`config.mk`:
```
export PLATFORM = sky130hd
export DESIGN_NAME = cfu_requant_pack
export DESIGN_NICKNAME = d
export VERILOG_FILES = /design/src/rtl/cfu_requant_pack.sv
export SDC_FILE = /design/constraint.sdc
export NUM_CORES = 2
export LEC_CHECK = 0
export ABC_AREA = 0
export BUFFER_PORTS_ARGS = -buffer_cell sky130_fd_sc_hd__buf_2
export CAP_MARGIN = 5
export CORE_ASPECT_RATIO = 0.7
export CORE_MARGIN = 3
export CORE_UTILIZATION = 35
export DETAILED_ROUTE_END_ITERATION = 6
export PLACE_DENSITY = 0.6
export SETUP_SLACK_MARGIN = 0.4
export SLEW_MARGIN = 20
export SYNTH_ARGS = -nofsm -noshare
export SYNTH_HDL_FRONTEND = slang
export SYNTH_SLANG_ARGS = --single-unit
```
`constraint.sdc`:
```
create_clock -name clk -period 15.65 [get_ports clk]
set_input_delay 0.7825 -clock clk [delete_from_list [all_inputs] [get_ports clk]]
set_output_delay 0.7825 -clock clk [all_outputs]
set_load 0.1 [all_outputs]
```
`src/rtl/cfu_requant_pack.sv`:
```
// Requantize int32 accumulators to int8 (bias add, SRDHM, rounding shift, offset, clamp)
// and pack four results little-endian into 32-bit words for write-back.
module cfu_requant_pack #(
  parameter int LANES = 4
) (
  input  logic               clk,
  input  logic               reset,
  input  logic               in_valid,
  output logic               in_ready,
  input  logic [31:0]        in_acc,
  input  logic [31:0]        in_bias,
  input  logic [31:0]        in_mult,
  input  logic [5:0]         in_shift,
  input  logic               in_last,
  input  logic [8:0]         cfg_out_offset,
  input  logic [7:0]         cfg_act_min,
  input  logic [7:0]         cfg_act_max,
  output logic               out_valid,
  input  logic               out_ready,
  output logic [8*LANES-1:0] out_data,
  output logic [2:0]         out_lanes
);

  localparam logic signed [63:0] NUDGE_POS = 64'sd1073741824;
  localparam logic signed [63:0] NUDGE_NEG = -64'sd1073741823;
  localparam logic signed [63:0] TRUNC_BIAS = 64'sd2147483647;

  // Handshake: a sample transfers on in_valid && in_ready; a word transfers on
  // out_valid && out_ready. The whole pipeline advances together on en, and only a
  // held output word that the consumer has not taken freezes it.
  logic en;
  assign en       = !(out_valid && !out_ready);
  assign in_ready = en;

  // Stage 1: bias add and optional left shift
  logic        shift_pos;
  logic [5:0]  neg_shift;
  logic [4:0]  rsh_in;
  logic [31:0] sum_in;
  logic [31:0] sum_shifted;

  assign shift_pos   = !in_shift[5] && (in_shift != 6'd0);
  assign neg_shift   = -in_shift;
  assign rsh_in      = in_shift[5] ? neg_shift[4:0] : 5'd0;
  assign sum_in      = in_acc + in_bias;
  assign sum_shifted = shift_pos ? (sum_in << in_shift[4:0]) : sum_in;

  logic        s1_valid;
  logic [31:0] s1_s;
  logic [31:0] s1_mult;
  logic [4:0]  s1_rsh;
  logic        s1_last;

  // Stage 2: saturating rounding doubling high multiply
  logic signed [63:0] s_ext;
  logic signed [63:0] m_ext;
  logic signed [63:0] prod;
  logic signed [63:0] prod_nudged;
  logic signed [63:0] prod_biased;
  logic signed [63:0] h_wide;
  logic               both_min;
  logic [31:0]        h_next;

  assign s_ext       = {{32{s1_s[31]}}, s1_s};
  assign m_ext       = {{32{s1_mult[31]}}, s1_mult};
  assign prod        = s_ext * m_ext;
  assign prod_nudged = prod + (prod[63] ? NUDGE_NEG : NUDGE_POS);
  // Arithmetic shift floors; pre-biasing negatives makes it truncate toward zero.
  assign prod_biased = prod_nudged + (prod_nudged[63] ? TRUNC_BIAS : 64'sd0);
  assign h_wide      = prod_biased >>> 31;
  assign both_min    = (s1_s == 32'h8000_0000) && (s1_mult == 32'h8000_0000);
  assign h_next      = both_min ? 32'h7FFF_FFFF : h_wide[31:0];

  logic        s2_valid;
  logic [31:0] s2_h;
  logic [4:0]  s2_rsh;
  logic        s2_last;

  // Stage 3: rounding divide by power of two, output offset, activation clamp
  logic [31:0]        rdiv_mask;
  logic [31:0]        rdiv_rem;
  logic [31:0]        rdiv_thr;
  logic signed [31:0] h_sra;
  logic [31:0]        q;
  logic signed [32:0] y;
  logic signed [32:0] y_clamped;
  logic signed [32:0] act_min_ext;
  logic signed [32:0] act_max_ext;

  assign rdiv_mask   = (32'd1 << s2_rsh) - 32'd1;
  assign rdiv_rem    = s2_h & rdiv_mask;
  assign rdiv_thr    = (rdiv_mask >> 1) + {31'd0, s2_h[31]};
  assign h_sra       = $signed(s2_h) >>> s2_rsh;
  assign q           = h_sra + {31'd0, (rdiv_rem > rdiv_thr)};
  assign y           = {q[31], q} + {{24{cfg_out_offset[8]}}, cfg_out_offset};
  assign act_min_ext = {{25{cfg_act_min[7]}}, cfg_act_min};
  assign act_max_ext = {{25{cfg_act_max[7]}}, cfg_act_max};

  always_comb begin
    y_clamped = y;
    if (y < act_min_ext) y_clamped = act_min_ext;
    if (y > act_max_ext) y_clamped = act_max_ext;
  end

  logic       s3_valid;
  logic [7:0] s3_y;
  logic       s3_last;

  // Packer: lanes above lane_cnt in pack_buf are always zero
  logic [1:0]         lane_cnt;
  logic [8*LANES-1:0] pack_buf;
  logic [8*LANES-1:0] pack_next;
  logic               emit;

  always_comb begin
    pack_next = pack_buf;
    for (int k = 0; k < LANES; k++) begin
      if (lane_cnt == 2'(k)) pack_next[8*k +: 8] = s3_y;
    end
  end

  assign emit = s3_valid && ((lane_cnt == 2'(LANES - 1)) || s3_last);

  always_ff @(posedge clk) begin
    if (reset) begin
      s1_valid  <= 1'b0;
      s2_valid  <= 1'b0;
      s3_valid  <= 1'b0;
      lane_cnt  <= 2'd0;
      pack_buf  <= '0;
      out_valid <= 1'b0;
      out_data  <= '0;
      out_lanes <= 3'd0;
    end else if (en) begin
      s1_valid  <= in_valid;
      s2_valid  <= s1_valid;
      s3_valid  <= s2_valid;
      out_valid <= emit;
      if (s3_valid) begin
        if (emit) begin
          out_data  <= pack_next;
          out_lanes <= {1'b0, lane_cnt} + 3'd1;
          lane_cnt  <= 2'd0;
          pack_buf  <= '0;
        end else begin
          pack_buf <= pack_next;
          lane_cnt <= lane_cnt + 2'd1;
        end
      end
    end
  end

  // Datapath registers carry no reset; their valids gate every use.
  always_ff @(posedge clk) begin
    if (en) begin
      s1_s    <= sum_shifted;
      s1_mult <= in_mult;
      s1_rsh  <= rsh_in;
      s1_last <= in_last;
      s2_h    <= h_next;
      s2_rsh  <= s1_rsh;
      s2_last <= s1_last;
      s3_y    <= y_clamped[7:0];
      s3_last <= s2_last;
    end
  end

endmodule
```
* Word level (Yosys, flattened, before mapping)
Cells that the tools add are included.
** Word-level totals
- Memories :: 0
- Bits in read-only memories :: 0
- Register bits after elaboration :: 190
- Memory bits (writable) :: 0
- Bits in latches :: 0
** Cells by class
- Divide/modulo/power cells :: 0
- Multiply operators :: 1
- Equal/unequal tests :: 5
- Shift-type cells :: 3
- Bitwise logic cells :: 2
- $add $sub $neg :: 10
- Mux-type cells :: 11
- Reduce and logical (&&, ||, !) cells :: 12
- Magnitude comparators :: 3
** Operators by type and width (number)
- $add A64 B64 Y64 :: 1
- $eq A32 B32 Y1 const B :: 2
- $mul A32 B32 Y64 :: 1
- $mux W32 :: 2
- $mux W64 :: 1
- $add A63 B32 Y63 :: 1
- $mux W8 :: 6
- $add A32 B9 Y33 :: 1
- $gt A33 B8 Y1 :: 1
- $lt A33 B8 Y1 :: 1
- $add A31 B1 Y32 :: 1
- $add A32 B1 Y32 :: 1
- $add A32 B32 Y32 :: 1
- $and A32 B32 Y32 :: 1
- $gt A32 B32 Y1 :: 1
- $shl A1 B5 Y32 const A :: 1
- $shl A32 B5 Y32 :: 1
- $sshr A32 B5 Y32 :: 1
- $sub A32 B1 Y32 const B :: 1
- $mux W31 :: 1
- $reduce_bool A6 Y1 :: 1
- $neg A5 Y5 :: 1
- $eq A2 B2 Y1 const B :: 2
- $logic_and A1 B1 Y1 :: 4
- 10 further kinds :: 12

* Longest topological paths before layout
- Depth in word-level cells :: 9
- Mapped depth :: 65

* Worst setup path before layout
OpenSTA, ideal clock, no wires.
- Path type :: flip-flop to flip-flop
- From :: register s1_mult[5]
- To :: register s2_h[31] (data pin)
- Stages on the path, launching flop included :: 61
- Arrival time :: 16573 ps
- Clock period less this slack :: 16828 ps
- Slack :: -1178 ps
- Path through :: edfxtp_1 clkbuf_1 nand2_1 fa_1 inv_1 fa_1 fa_1 inv_1 fa_1 inv_1 fa_1 inv_1 fa_1 inv_1 fa_1 inv_1 fa_1 inv_1 [... 25 more ...] nor2_1 o21ai_0 ha_1 nand4_1 nor2_1 nand4_1 nand3b_1 nor4_1 or4bb_1 o311a_1 a31oi_1 nand4_1 and4b_1 nand4_1 nand4bb_4 nor4b_4 a31oi_1 a41o_1
** Between the ends
- Longest elaborated chain between the ends :: 5
- Elaborated cells between the ends (all ways) :: 7
** Ends and longest elaborated chain
- from (decl) :: RTL line 50 : logic [31:0] s1_mult;
- from (signal assigned) :: RTL line 157 : s1_mult <= in_mult;
- $mul A32 B32 Y64 :: RTL line 66 : assign prod = s_ext * m_ext;
- $mux W64 :: RTL line 67 : assign prod_nudged = prod + (prod[63] ? NUDGE_NEG : NUDGE_POS);
- $add A64 B64 Y64 :: RTL line 67
- $mux W31 :: RTL line 69 : assign prod_biased = prod_nudged + (prod_nudged[63] ? TRUNC_BIAS : 64'sd0);
- $add A63 B32 Y63 :: RTL line 69
- to (signal assigned) :: RTL line 160 : s2_h <= h_next;
- to (decl) :: RTL line 75 : logic [31:0] s2_h;
Several ways; a longest one is shown, not always the timed one.
A chain may end at the register's enable or synchronous reset.

* Worst setup path in the final report
- From :: register s1_s[15]
- To :: register s2_h[31] (data pin)
** Between the ends
- Longest elaborated chain between the ends :: 5
- Elaborated cells between the ends (all ways) :: 7
** Ends and longest elaborated chain
- from (decl) :: RTL line 49 : logic [31:0] s1_s;
- from (signal assigned) :: RTL line 156 : s1_s <= sum_shifted;
- $mul A32 B32 Y64 :: RTL line 66
- $mux W64 :: RTL line 67
- $add A64 B64 Y64 :: RTL line 67
- $mux W31 :: RTL line 69
- $add A63 B32 Y63 :: RTL line 69
Several ways; a longest one is shown, not always the timed one.

==> flow_summary.ini <==
[finish]
fin_cells = 8864
drive_gt1_share_pct = 8.92
syn_to_final_growth_pct = 9.29
final_nets = 8292

[detailed_routing]
wirelength_um = 180000
num_vias = 46600
avgViaCountPerCell = 5.26
drcViolationCount = 0
drt_iter0_drc = 4283
wire_per_inst_um = 20.4
dr.pass1.iters = 6
route.antenna.remaining_nets = 0

[synthesis]
synthXorXnorAreaFrac_pct = 3.39
ys.flop_type = edfxtp_1
synth_adder_area_share_pct = 46.8
synth.distinct_cells = 104
synth_area_leaders = fa_1 (38%), ha_1 (9.1%), inv_1 (7.3%)
synth_warnings = 0
syn_nets = 8184
ys_async_sr_fraction_pct = 0
synth_area_um2 = 57500
synth_compound_area_share_pct = 10.2
synth_mux_area_share_pct = 3.61
syn_avg_cell_area_um2 = 8.79
yosys.area_share.simple_pct = 17.9
yosys_register_bits = 190
synth_top_cell_by_area = fa_1
seq_area_frac_synth_pct = 8.64
syn-instance-count = 6550
synth-edff-count = 117
synth_top_area_share_pct = 37.7
synth_top_family_by_area = adder cells

[sta]
finalClockSkew_ns = 0.0232
final_max_slew_viol_count = 0
fmax_mhz = 68.2
hold_viol_final = 0
period_needed_ns = 14.66
setup_tns_ns = 0
rsz0062_at_grt = false
tightest_slew_ns = 1.07
setup_violations = 0
fin_crit_sh_pct = 93.7
slew_headroom_pct = 28.4

[critical_path]
crit_arrival_ns = 14.95
worstPathMaxFanout = 6
rr_worst_depth = 58
worstSetupPathType = register to register
cp-start-kind = register
endpoint_kind = register
r2r-start = s1_s[15]$_DFFE_PN_
crit_path_max_incr_delay_ns = 0.62
cpLargestDelayFamily = adder cells
rrSetupSlack_ns = 0.99
crit_required_ns = 15.94
critical_path.most_common_cell = fa_1
cp_slowest_cell = edfxtp_1
worstReg2RegEnd = s2_h[31]$_SDFFCE_PP0N_
path_buf_inv = 9

[cts]
clockRootBuffer = clkbuf_16
cts_buffer_depth = 2
insertion_delay_ns = 0.52
clk_pin_slew_ns = 0.10
cts_hold_repair.buffers = 0
cts_tree = done
cts_buffers = 17
h-tree-depth = 4
cts_sinks = 190

[min_path]
hp-start = s2_last$_DFFE_PN_
hold-path-endpoint = s3_last$_DFFE_PN_
min_path_type = register to register
whs_path_depth = 0

[floorplan]
rows = 123
boundaryPins = 169
die_y_um = 345
die_area_um2 = 169000
start_util_pct = 35.5
core_region_area_um2 = 162000
die-width_um = 491

[global_route]
grt_pass1_vias = 47100
groute.usage.overall_pct = 21.1
grt_antenna_before_repair = 15
grt_remaining_overflow = 0
grt_pass1_wl_um = 280000
grt_max_degree = 67

[placement]
io_buffer_count = 168
routabilityCongestion = 0.944
dp.cells = 8744
dpl.hpwl_um = 151000

[status]
status = finished, final reports clean

[job]
cap_violations = 0
==> layout by cell type (no fill, tap or decap), drive strengths merged, types with 24 or more instances in the layout <==
cell	count
inv	1135
fa	1084
nand2	873
and2	441
ha	418
buf	407
nor2	338
a21oi	230
o21ai	195
xnor2	163
edfxtp	117
mux2i	102
a21o	96
nor3	79
nand3	75
dfxtp	73
nand4	65
xor2	60
a211oi	59
nand2b	54
nor2b	42
and3	41
a31oi	36
mux4	35
o21a	33
a22oi	32
o21bai	31
nor4	27
mux2	24
==> worst reg2reg max path, delay by kind of cell (launching register included) <==
kind | cells | cell delay (ns)
buffers and inverters | 9 | 1.19
adder cells (fa/ha/maj) | 11 | 5.02
AO/OA/AOI/OAI | 20 | 4.01
XOR/XNOR | 1 | 0.16
AND/OR/NAND/NOR | 17 | 3.43
flip-flops | 1 | 0.62
==> worst max path at each step <==
stage                             end  cells past startpoint                   from
6_report       s2_h[31]$_SDFFCE_PP0N_                     58     s1_s[15]$_DFFE_PN_
5_1_grt        s2_h[31]$_SDFFCE_PP0N_                     59     s1_s[15]$_DFFE_PN_
4_1_cts        s2_h[18]$_SDFFCE_PP1N_                     61  s1_mult[11]$_DFFE_PN_
3_5_place_dp   s2_h[31]$_SDFFCE_PP0N_                     57     s1_s[12]$_DFFE_PN_
3_3_place_gp   s2_h[31]$_SDFFCE_PP0N_                     57     s1_s[12]$_DFFE_PN_
2_1_floorplan  s2_h[31]$_SDFFCE_PP0N_                     60   s1_mult[5]$_DFFE_PN_
==> state kept, by name, summed over array words and instances (netlist names), 5 cells and up <==
name and flops:
s3_y 8, s2_h 32, out_data 32, s1_rsh 5, s1_mult 32, pack_buf 32
s2_rsh 5, s1_s 32
==> timing repair <==
action / CTS / global route
setup endpoints to repair: 17 / 29
endpoints found under the hold margin: 0 / 0
pin swaps: 2 / 28
buffers inserted: 17 / 61
gates resized for setup: 4 / 89
gates cloned: 0 / 4
==> cell usage after synthesis (42+ instances only) <==
cell      instances
inv_1          1122
fa_1           1084
nand2_1         873
and2_1          440
ha_1            418
nor2_1          338
clkbuf_1        292
a21oi_1         229
o21ai_0         184
xnor2_1         163
edfxtp_1        117
mux2i_1         102
a21o_1           96
nor3_1           79
nand3_1          75
dfxtp_1          73
nand4_1          65
xor2_1           60
a211oi_1         58
nand2b_1         54
nor2b_1          42
==> final cells by class <==
| type | count | area (um^2) |
|---|---|---|
| Inverter | 1126 | 4230 |
| Fill cell | 16200 | 99200 |
| Timing Repair Buffer | 410 | 2840 |
| Multi-Input combinational cell | 4913 | 47400 |
| Clock inverter | 15 | 226 |
| Tap cell | 2187 | 2740 |
| Clock buffer | 17 | 425 |
| Antenna cell | 6 | 15.0 |
| Sequential cell | 190 | 4970 |
==> layer usage <==
layer	up-vias	GRT usage (%)	wire length, um
li1	21100	-	-
met1	23300	31.3	83900
met2	2014	28.1	69400
met3	140	9.61	24400
met4	12	3.16	2380
met5	-	0.728	260
==> cell families (layout without fill, tap and decap cells) <==
family	count (synthesis)	in the layout
other	2	8
XOR/XNOR	223	223
flip-flops	190	190
AND/OR/NAND/NOR	2125	2125
adder cells (fa/ha/maj)	1502	1502
multiplexers	161	161
AO/OA/AOI/OAI	899	900
buffers and inverters	1448	1568
==> through the flow <==
stage / hold slack, ns / worst slack (ns) / utilization, % / instance area (um^2)
finish: 0.421 / 0.991 / 38.8 / 62900
detailed placement: 0.411 / -0.0177 / 37.7 / 61200
global placement: 0.406 / 0.300 / 37.7 / 61200
floorplan: 0.400 / 0.644 / - / 57600
CTS: 0.401 / 0.434 / 38.2 / 62000
global route: 0.402 / 0.376 / 38.8 / 62900
Power is not shown: default switching activity piles up to over one toggle a cycle in this logic, so the estimate is an artifact.
